--- src/rtl/swc_alloc_arbiter.sv ---
// swc_alloc_arbiter
// Shares the single command port of the swcore page allocator among
// g_num_ports requesters. Requesters are granted round-robin. The granted
// command and its data are registered and held on the allocator port until
// alloc_done_i is seen. The served requester then gets a one-cycle done pulse,
// plus the allocated page for ALLOC.
//
// Ports
//   clk_i, rst_i           clock, synchronous active-high reset
//   rq_alloc_i             per-requester ALLOC request
//   rq_free_i              per-requester FREE request
//   rq_force_free_i        per-requester FORCE_FREE request
//   rq_set_usecnt_i        per-requester SET_USECOUNT request
//   rq_usecnt_i            per-requester use count, slice k = [k*U +: U]
//   rq_pgaddr_i            per-requester page address, slice k = [k*A +: A]
//   rq_done_o              one-cycle completion pulse to the served requester
//   rq_pgaddr_o            page returned by the last ALLOC
//   rq_nomem_o             registered copy of alloc_nomem_i
//   alloc_o, free_o,
//   force_free_o,
//   set_usecnt_o           allocator command strobes (at most one high)
//   usecnt_o, pgaddr_o     command data to the allocator
//   alloc_done_i           allocator operation complete
//   alloc_pgaddr_i         page from the allocator, valid with alloc_done_i
//   alloc_nomem_i          allocator has no free page
module swc_alloc_arbiter #(
    parameter int g_num_ports       = 4,
    parameter int g_page_addr_width = 10,
    parameter int g_usecnt_width    = 5
) (
    input  logic                                      clk_i,
    input  logic                                      rst_i,
    input  logic [g_num_ports-1:0]                    rq_alloc_i,
    input  logic [g_num_ports-1:0]                    rq_free_i,
    input  logic [g_num_ports-1:0]                    rq_force_free_i,
    input  logic [g_num_ports-1:0]                    rq_set_usecnt_i,
    input  logic [g_num_ports*g_usecnt_width-1:0]     rq_usecnt_i,
    input  logic [g_num_ports*g_page_addr_width-1:0]  rq_pgaddr_i,
    output logic [g_num_ports-1:0]                    rq_done_o,
    output logic [g_page_addr_width-1:0]              rq_pgaddr_o,
    output logic                                      rq_nomem_o,
    output logic                                      alloc_o,
    output logic                                      free_o,
    output logic                                      force_free_o,
    output logic                                      set_usecnt_o,
    output logic [g_usecnt_width-1:0]                 usecnt_o,
    output logic [g_page_addr_width-1:0]              pgaddr_o,
    input  logic                                      alloc_done_i,
    input  logic [g_page_addr_width-1:0]              alloc_pgaddr_i,
    input  logic                                      alloc_nomem_i
);

    localparam int c_ptr_w = $clog2(g_num_ports);

    // Command vector bit positions: {force_free, free, set_usecnt, alloc}
    localparam int c_cmd_alloc = 0;

    typedef enum logic [1:0] {
        ST_IDLE    = 2'd0,
        ST_BUSY    = 2'd1,
        ST_RELEASE = 2'd2
    } state_t;

    state_t                        state_q, state_d;
    logic [c_ptr_w-1:0]            ptr_q, ptr_d;
    logic [c_ptr_w-1:0]            gnt_q, gnt_d;
    logic [3:0]                    cmd_q, cmd_d;
    logic [g_usecnt_width-1:0]     usecnt_q, usecnt_d;
    logic [g_page_addr_width-1:0]  pgaddr_q, pgaddr_d;
    logic [g_page_addr_width-1:0]  rq_pgaddr_q, rq_pgaddr_d;
    logic [g_num_ports-1:0]        done_q, done_d;
    logic                          nomem_q;

    logic [g_num_ports-1:0]        eligible_s;
    logic                          found_s;
    logic [c_ptr_w-1:0]            sel_s;

    // Fixed type priority within one requester: FORCE_FREE > FREE > SET_USECOUNT > ALLOC
    function automatic logic [3:0] pick_cmd(input logic ff, input logic fr, input logic su);
        logic [3:0] c;
        if (ff) begin
            c = 4'b1000;
        end else if (fr) begin
            c = 4'b0100;
        end else if (su) begin
            c = 4'b0010;
        end else begin
            c = 4'b0001;
        end
        return c;
    endfunction

    // ALLOC-only requesters wait while the allocator is out of memory.
    assign eligible_s = rq_force_free_i | rq_free_i | rq_set_usecnt_i |
                        (rq_alloc_i & {g_num_ports{~nomem_q}});

    // Round-robin search: first eligible requester at or after the pointer
    always_comb begin
        int                 idx_v;
        logic [c_ptr_w-1:0] cand_v;
        idx_v   = 0;
        cand_v  = '0;
        found_s = 1'b0;
        sel_s   = '0;
        for (int i = 0; i < g_num_ports; i++) begin
            idx_v  = (int'(ptr_q) + i) % g_num_ports;
            cand_v = c_ptr_w'(idx_v);
            if (!found_s && eligible_s[cand_v]) begin
                found_s = 1'b1;
                sel_s   = cand_v;
            end else begin
                found_s = found_s;
            end
        end
    end

    // FSM state register
    always_ff @(posedge clk_i) begin
        if (rst_i) begin
            state_q <= ST_IDLE;
        end else begin
            state_q <= state_d;
        end
    end

    // FSM next state; RELEASE never grants, which keeps the just-served
    // requester from being re-granted before it drops its request.
    always_comb begin
        state_d = state_q;
        case (state_q)
            ST_IDLE: begin
                if (found_s) begin
                    state_d = ST_BUSY;
                end else begin
                    state_d = ST_IDLE;
                end
            end
            ST_BUSY: begin
                if (alloc_done_i) begin
                    state_d = ST_RELEASE;
                end else begin
                    state_d = ST_BUSY;
                end
            end
            ST_RELEASE: state_d = ST_IDLE;
            default:    state_d = ST_IDLE;
        endcase
    end

    // FSM outputs: next values of command, data, done pulse, page and pointer
    always_comb begin
        gnt_d       = gnt_q;
        ptr_d       = ptr_q;
        cmd_d       = cmd_q;
        usecnt_d    = usecnt_q;
        pgaddr_d    = pgaddr_q;
        rq_pgaddr_d = rq_pgaddr_q;
        done_d      = '0;
        case (state_q)
            ST_IDLE: begin
                if (found_s) begin
                    gnt_d    = sel_s;
                    cmd_d    = pick_cmd(rq_force_free_i[sel_s], rq_free_i[sel_s],
                                        rq_set_usecnt_i[sel_s]);
                    usecnt_d = rq_usecnt_i[int'(sel_s)*g_usecnt_width +: g_usecnt_width];
                    pgaddr_d = rq_pgaddr_i[int'(sel_s)*g_page_addr_width +: g_page_addr_width];
                end else begin
                    cmd_d = 4'b0000;
                end
            end
            ST_BUSY: begin
                if (alloc_done_i) begin
                    cmd_d         = 4'b0000;
                    done_d[gnt_q] = 1'b1;
                    if (cmd_q[c_cmd_alloc]) begin
                        rq_pgaddr_d = alloc_pgaddr_i;
                    end else begin
                        rq_pgaddr_d = rq_pgaddr_q;
                    end
                    if (gnt_q == c_ptr_w'(g_num_ports - 1)) begin
                        ptr_d = '0;
                    end else begin
                        ptr_d = gnt_q + c_ptr_w'(1);
                    end
                end else begin
                    cmd_d = cmd_q;
                end
            end
            ST_RELEASE: cmd_d = 4'b0000;
            default:    cmd_d = 4'b0000;
        endcase
    end

    // Datapath registers; reset abandons any operation without a done pulse
    always_ff @(posedge clk_i) begin
        if (rst_i) begin
            ptr_q       <= '0;
            gnt_q       <= '0;
            cmd_q       <= 4'b0000;
            usecnt_q    <= '0;
            pgaddr_q    <= '0;
            rq_pgaddr_q <= '0;
            done_q      <= '0;
            nomem_q     <= 1'b0;
        end else begin
            ptr_q       <= ptr_d;
            gnt_q       <= gnt_d;
            cmd_q       <= cmd_d;
            usecnt_q    <= usecnt_d;
            pgaddr_q    <= pgaddr_d;
            rq_pgaddr_q <= rq_pgaddr_d;
            done_q      <= done_d;
            nomem_q     <= alloc_nomem_i;
        end
    end

    assign force_free_o = cmd_q[3];
    assign free_o       = cmd_q[2];
    assign set_usecnt_o = cmd_q[1];
    assign alloc_o      = cmd_q[0];
    assign usecnt_o     = usecnt_q;
    assign pgaddr_o     = pgaddr_q;
    assign rq_done_o    = done_q;
    assign rq_pgaddr_o  = rq_pgaddr_q;
    assign rq_nomem_o   = nomem_q;

endmodule

--- config.mk ---
export PLATFORM = sky130hd
export DESIGN_NAME = swc_alloc_arbiter
export DESIGN_NICKNAME = d
export VERILOG_FILES = /design/src/rtl/swc_alloc_arbiter.sv
export SDC_FILE = /design/constraint.sdc
export NUM_CORES = 1
export LEC_CHECK = 0
export ABC_AREA = 0
export CORE_AREA = 2 2 77 79
export CTS_CLUSTER_SIZE = 14
export DETAILED_ROUTE_END_ITERATION = 8
export DIE_AREA = 0 0 79 81
export GPL_TIMING_DRIVEN = 0
export MAX_ROUTING_LAYER = met4
export PLACE_DENSITY = 0.85
export RECOVER_POWER = 100
export SETUP_SLACK_MARGIN = 0.2
export SYNTH_ARGS = -nofsm -noshare
export SYNTH_HDL_FRONTEND = slang
export SYNTH_SLANG_ARGS = --single-unit
export TNS_END_PERCENT = 1
--- constraint.sdc ---
create_clock -name clk_i -period 5.15 [get_ports clk_i]
set_input_delay 0.515 -clock clk_i [delete_from_list [all_inputs] [get_ports clk_i]]
set_output_delay 0.515 -clock clk_i [all_outputs]
set_load 0.01 [all_outputs]
Word-level counts from Yosys, hierarchy flattened:

Cells that the tools add are included.

* input port bits: 90
* flip-flop bits (word level): 40
* word-level logic and storage cells: 80
* output and inout port bits: 34

* bitwise gates (word level): 7
* reduce and logical (&&, ||, !) cells: 12
* multiply operators: 2
* order comparisons: 7
* shift-type cells: 2
* add/subtract/negate cells: 4
* muxes and demuxes: 34
* equal/unequal tests: 3

Operator list (number)
* $shiftx 40x7->10: 1
* $shiftx 20x6->5: 1
* $lt 2x3->1 const B: 6
* $bmux 1 s2: 7
* $mux 2: 7
* $mux 1: 13
* $mux 4: 3
* $or 4x4->4: 3
* $mul 2x3->5 const B: 2
* $pmux 4 s2: 1
* $add 2x1->2 const B: 2
* $add 2x2->2 const B: 2
* $and 4x4->4: 1
* $logic_and 1x1->1: 4
* $pmux 2 s2: 1
* $reduce_and 2->1: 2
* $logic_not 1->1: 3
* $mux 3: 1
* $not 1->1: 3
* $reduce_and 3->1: 1
* $reduce_or 3->1: 1
* $demux 1 s2: 1
* $eq 2x1->1 const B: 1
* $eq 2x2->1 const B: 1
* 3 further kinds: 3

Longest topological paths before layout:

* depth after elaboration: 22
* depth in mapped cells: 9
* mapped depth without buffers: 7

Worst setup path before layout:

Ideal clock, no wire load.

* kind: input to register
* start point: input rq_force_free_i[1]
* end point: register pgaddr_q[5], in the netlist pgaddr_o[5]
* arrival time: 2.494 ns
* setup time: 0.076 ns
* setup slack: 2.580 ns
* cell stages on the path: 7
* cells stage by stage: or4_1 -> clkbuf_2 -> a221o_1 -> nor2_2 -> buf_4 -> mux2_2 -> o22ai_1

* word-level cells in the longest chain between the ends: 17
* elaborated cells between the ends (all ways): 28
* classes of those cells: mul: 1; shift: 1; mux: 16; bitwise: 3; reduce/logical: 7

RTL lines
* from (decl): RTL line 35 `input logic [g_num_ports-1:0] rq_force_free_i,`
* $or 4x4->4 * (3 in a row): RTL line 94 `assign eligible_s = rq_force_free_i | rq_free_i | rq_set_usecnt_i |`
* $bmux 1 s2: RTL line 108 `if (!found_s && eligible_s[cand_v]) begin`
* $mux 1 (not written as such): RTL line 108
* $mux 1: RTL line 108
* $logic_not 1->1: RTL line 108
* $logic_and 1x1->1: RTL line 108
* $mux 1: RTL line 108
* $logic_not 1->1: RTL line 108
* $logic_and 1x1->1: RTL line 108
* $mux 1: RTL line 108
* $logic_not 1->1: RTL line 108
* $logic_and 1x1->1: RTL line 108
* $mux 2: RTL line 108
* $mul 2x3->5: RTL line 166 `pgaddr_d = rq_pgaddr_i[int'(sel_s)*g_page_addr_width +: g_page_addr_width];`
* $shiftx 40x7->10: RTL line 166
* to (signal assigned): RTL line 210 `pgaddr_q <= pgaddr_d;`
* to (decl): RTL line 69 `logic [g_page_addr_width-1:0] pgaddr_q, pgaddr_d;`

Every way passes the cells marked *; elsewhere a longest branch is shown, timed or not. The select of a mux whose other input is x is not followed.
A chain may end at the register's enable or synchronous reset.

Worst setup path in the final report:

* start point: input rq_set_usecnt_i[0]
* end point: register cmd_q[0]

* word-level cells in the longest chain between the ends: 21
* elaborated cells between the ends (all ways): 35
* classes of those cells: mux: 27; bitwise: 2; reduce/logical: 6

RTL lines
* from (decl): RTL line 36 `input logic [g_num_ports-1:0] rq_set_usecnt_i,`
* $or 4x4->4 (2 in a row): RTL line 94
* $bmux 1 s2: RTL line 108
* $mux 1 (not written as such): RTL line 108
* $mux 1: RTL line 108
* $logic_not 1->1: RTL line 108
* $logic_and 1x1->1: RTL line 108
* $mux 1: RTL line 108
* $logic_not 1->1: RTL line 108
* (+4 left out)
* $mux 2: RTL line 108
* $bmux 1 s2: RTL line 164 `rq_set_usecnt_i[sel_s]);`
* $mux 1 (not written as such): RTL line 164
* $mux 2: RTL line 85 `end else if (su) begin`
* $mux 3: RTL line 83 `end else if (fr) begin`
* $mux 4: RTL line 81 `if (ff) begin`
* $mux 4 *: RTL line 161 `if (found_s) begin`
* $pmux 4 s2 *: RTL line 159 `case (state_q)`
* to (signal assigned): RTL line 208 `cmd_q <= cmd_d;`
* to (decl): RTL line 67 `logic [3:0] cmd_q, cmd_d;`

Marks and branches as above.

==> run metrics <==
GRT Overall Usage=0.216; diodes inserted=0; nets=482; Vias=2394; post-cts hold buffer count=0; max layer used=met4; total gr overflow=0; R2R Path Start=ptr_q[1]; DR WL met3=506 um; CP max FO=10; CTS H-tree lvls=2; IO Pins=124; vias per cell=5.16; number of synthesized flops with an enable pin=0; Die W=79 um; VDD IR-drop max=0.143 mV; Worst-Skew Late Latency=0.30 ns; drt drc=0; GPL Wtd Cong=0.968; relative slew slack=0.475; post-cts sizing count=0; final worst-path cycle share=0.692; Peak Freq=281 MHz; synth warn=0; part of the Yosys area used for sequential elements=0.345; Slowest cell on crit path=clkbuf_1; Placed Instances=456; Slew @ Worst Pin=0.787 ns; Post-Syn Nets=352; Hold Vio Cnt, Final=0; Worst-path clk slew=0.08 ns; WHS=0.456 ns; met2 wire len=3.32 mm; TritonCTS clock tree=built; CP bufs+invs=2; Syn Area/Cell=8.99 um2; vias in the first global route=2409; power per cell area=224 nW/um2; CP cell instances=dlygate4sd3_1 > or3_1 > nor3_1 > o32ai_1 > nor2_1 > clkbuf_1 > a21oi_1 > a32o_1 > a22o_1; crit path DAT=3.75 ns; Finished Layout Cells=464; fraction of layout cells with a size suffix above 1=0.0823; max cap viols=0; input/output buffers=123; critical path class=input pin to flop; pin count of the biggest net entering global routing=14; Syn-to-layout area delta=61.0%; # rows=28; hold path depth=2; Die H=81 um; Top FF cell, synth=dfxtp_1; final WL=6.68 mm; DP HPWL=5.24 mm; drt initial violations=95; Reg-to-Reg End=cmd_q[0]; CTS Buf Count=5; 1st-pass router iterations=4; Total Power=0.000837 W; outcome=completed; Yosys cell types=50; flop-to-flop setup slack=2.18 ns; Slew Viols, Final=0; setup violators final=0; Synth Register Bits=40; clk root buf=clkbuf_8; CP delay by family, top=buffers and inverters; setup TNS=0 ns; Hold Crit Class=flop to flop; Post-synth ARST share=0; Initial Util=0.409; clock tree sinks=40; Mapped Area=2320 um2; CP peak stage delay=0.65 ns; cell count of the worst reg-to-reg path=8; P_leak=1.39 nW; antenna violations before repair=0; WL met1=2.78 mm; worst hold endpoint=rq_pgaddr_o[1]; DIE AREA=6400 um2; Post-CTS Setup Inserts=0; hold_sp=rq_pgaddr_o[1]; Setup crit start kind=input pin; cell count after synthesis=258; Setup crit end kind=flop; Routed Antenna Nets=0; RSZ-0062 raised after global routing=no; first-pass GRT wire length=10.7 mm; fin crit period=3.56 ns; CTS Buffer Depth=2; DR WL/cell=14.4 um; CORE AREA=5680 um2; Layout Skew=0.00555 ns; Worst Path Required=5.34 ns
per-stage QoR:
| stage | worst slack, ns | instance area, um2 | util |
|---|---|---|---|
| 2_1_floorplan | 2.58 | 2320 | - |
| 3_3_place_gp | 1.84 | 3640 | 0.642 |
| 3_5_place_dp | 1.82 | 3640 | 0.642 |
| 4_1_cts | 2.10 | 3760 | 0.663 |
| 5_1_grt | 1.21 | 3730 | 0.658 |
| 6_report | 1.59 | 3730 | 0.658 |
area by class of cell:
cell class / count / area [um2]
fillers: 525 / 1940
multi-input cells: 199 / 1390
repair buffers: 123 / 1230
flip-flops and latches: 40 / 801
well taps: 75 / 93.8
clock buffers: 6 / 82.6
plain buffers: 14 / 73.8
clock inverters: 2 / 38.8
inverters: 5 / 18.8
how the worst max path moves through the flow:
stage                                   from          end  slack (ns)  depth (start not counted)
after detailed placement  rq_force_free_i[1]  usecnt_o[1]        1.82                          8
after floorplan           rq_force_free_i[1]  pgaddr_o[5]        2.58                          7
after global placement    rq_force_free_i[1]  usecnt_o[1]        1.84                          8
after global routing      rq_set_usecnt_i[0]     cmd_q[0]        1.21                          9
after CTS                 rq_force_free_i[1]  pgaddr_o[9]        2.10                          8
final                     rq_set_usecnt_i[0]     cmd_q[0]        1.59                          9
cell usage in the layout (no fill, tap or decap), types with 6 or more instances in the layout:
cell type / count
mux2_2: 14
nor2_1: 10
a21oi_1: 18
nand2_1: 28
mux2i_1: 31
dfxtp_1: 40
dlygate4sd3_1: 38
nand2b_1: 20
o22ai_1: 15
clkbuf_8: 6
clkbuf_1: 9
clkdlybuf4s50_1: 85
o21ai_0: 7
flip-flops by register name (all words and copies together) (netlist names):
name,cells
usecnt_o,5
state_q,2
gnt_q,2
ptr_q,2
rq_pgaddr_o,10
pgaddr_o,10
cmd_q,4
rq_done_o,4
rq_nomem_o,1
synthesized netlist by cell type (all sizes together) (2+ instances only):
| cell type | count | area, um2 |
|---|---|---|
| dfxtp | 40 | 801 |
| mux2i | 31 | 310 |
| nand2 | 28 | 105 |
| nand2b | 20 | 125 |
| a21oi | 18 | 90.1 |
| mux2 | 15 | 169 |
| o22ai | 15 | 93.8 |
| nor2 | 10 | 47.6 |
| buf | 9 | 71.3 |
| o21ai | 7 | 35.0 |
| and2 | 5 | 31.3 |
| clkbuf | 5 | 20.0 |
| inv | 5 | 18.8 |
| nor3 | 5 | 25.0 |
| ha | 4 | 50.1 |
| nor2b | 4 | 25.0 |
| or3 | 4 | 30.0 |
| a211oi | 3 | 27.5 |
| nand3 | 3 | 15.0 |
| nor4 | 3 | 18.8 |
| or2 | 3 | 18.8 |
| a32o | 2 | 20.0 |
| a32oi | 2 | 25.0 |
| or4 | 2 | 15.0 |
where the power goes:
part	internal (W)	total (W)	leakage [nW]	switching (W)
Combinational	0.000136	0.000225	1.00	0.0000895
Clock	0.000158	0.000272	0.0614	0.000114
Sequential	0.000327	0.000339	0.327	0.0000116
logic make-up (layout without fill, tap and decap cells):
| kind of cell | after synthesis | after routing | share of synthesized area |
|---|---|---|---|
| flip-flops | 40 | 40 | 0.345 |
| AO/OA/AOI/OAI | 58 | 58 | 0.168 |
| multiplexers | 46 | 46 | 0.207 |
| adder cells (fa/ha/maj) | 4 | 4 | 0.0216 |
| AND/OR/NAND/NOR | 91 | 91 | 0.211 |
| buffers and inverters | 19 | 150 | 0.0475 |
worst min-delay path, stage by stage, from the launching register on:
cell and delay, ns:
dfxtp_1 0.31, nand2_1 0.05, a21oi_1 0.05
metal layers:
metal  up-vias  global-route usage
met1      1095               0.254
met3         8              0.0511
met4         0              0.0586
li1       1194                   -
met2        97               0.374
met5         -                   -
No activity file was read; power rests on OpenSTA's default activity.
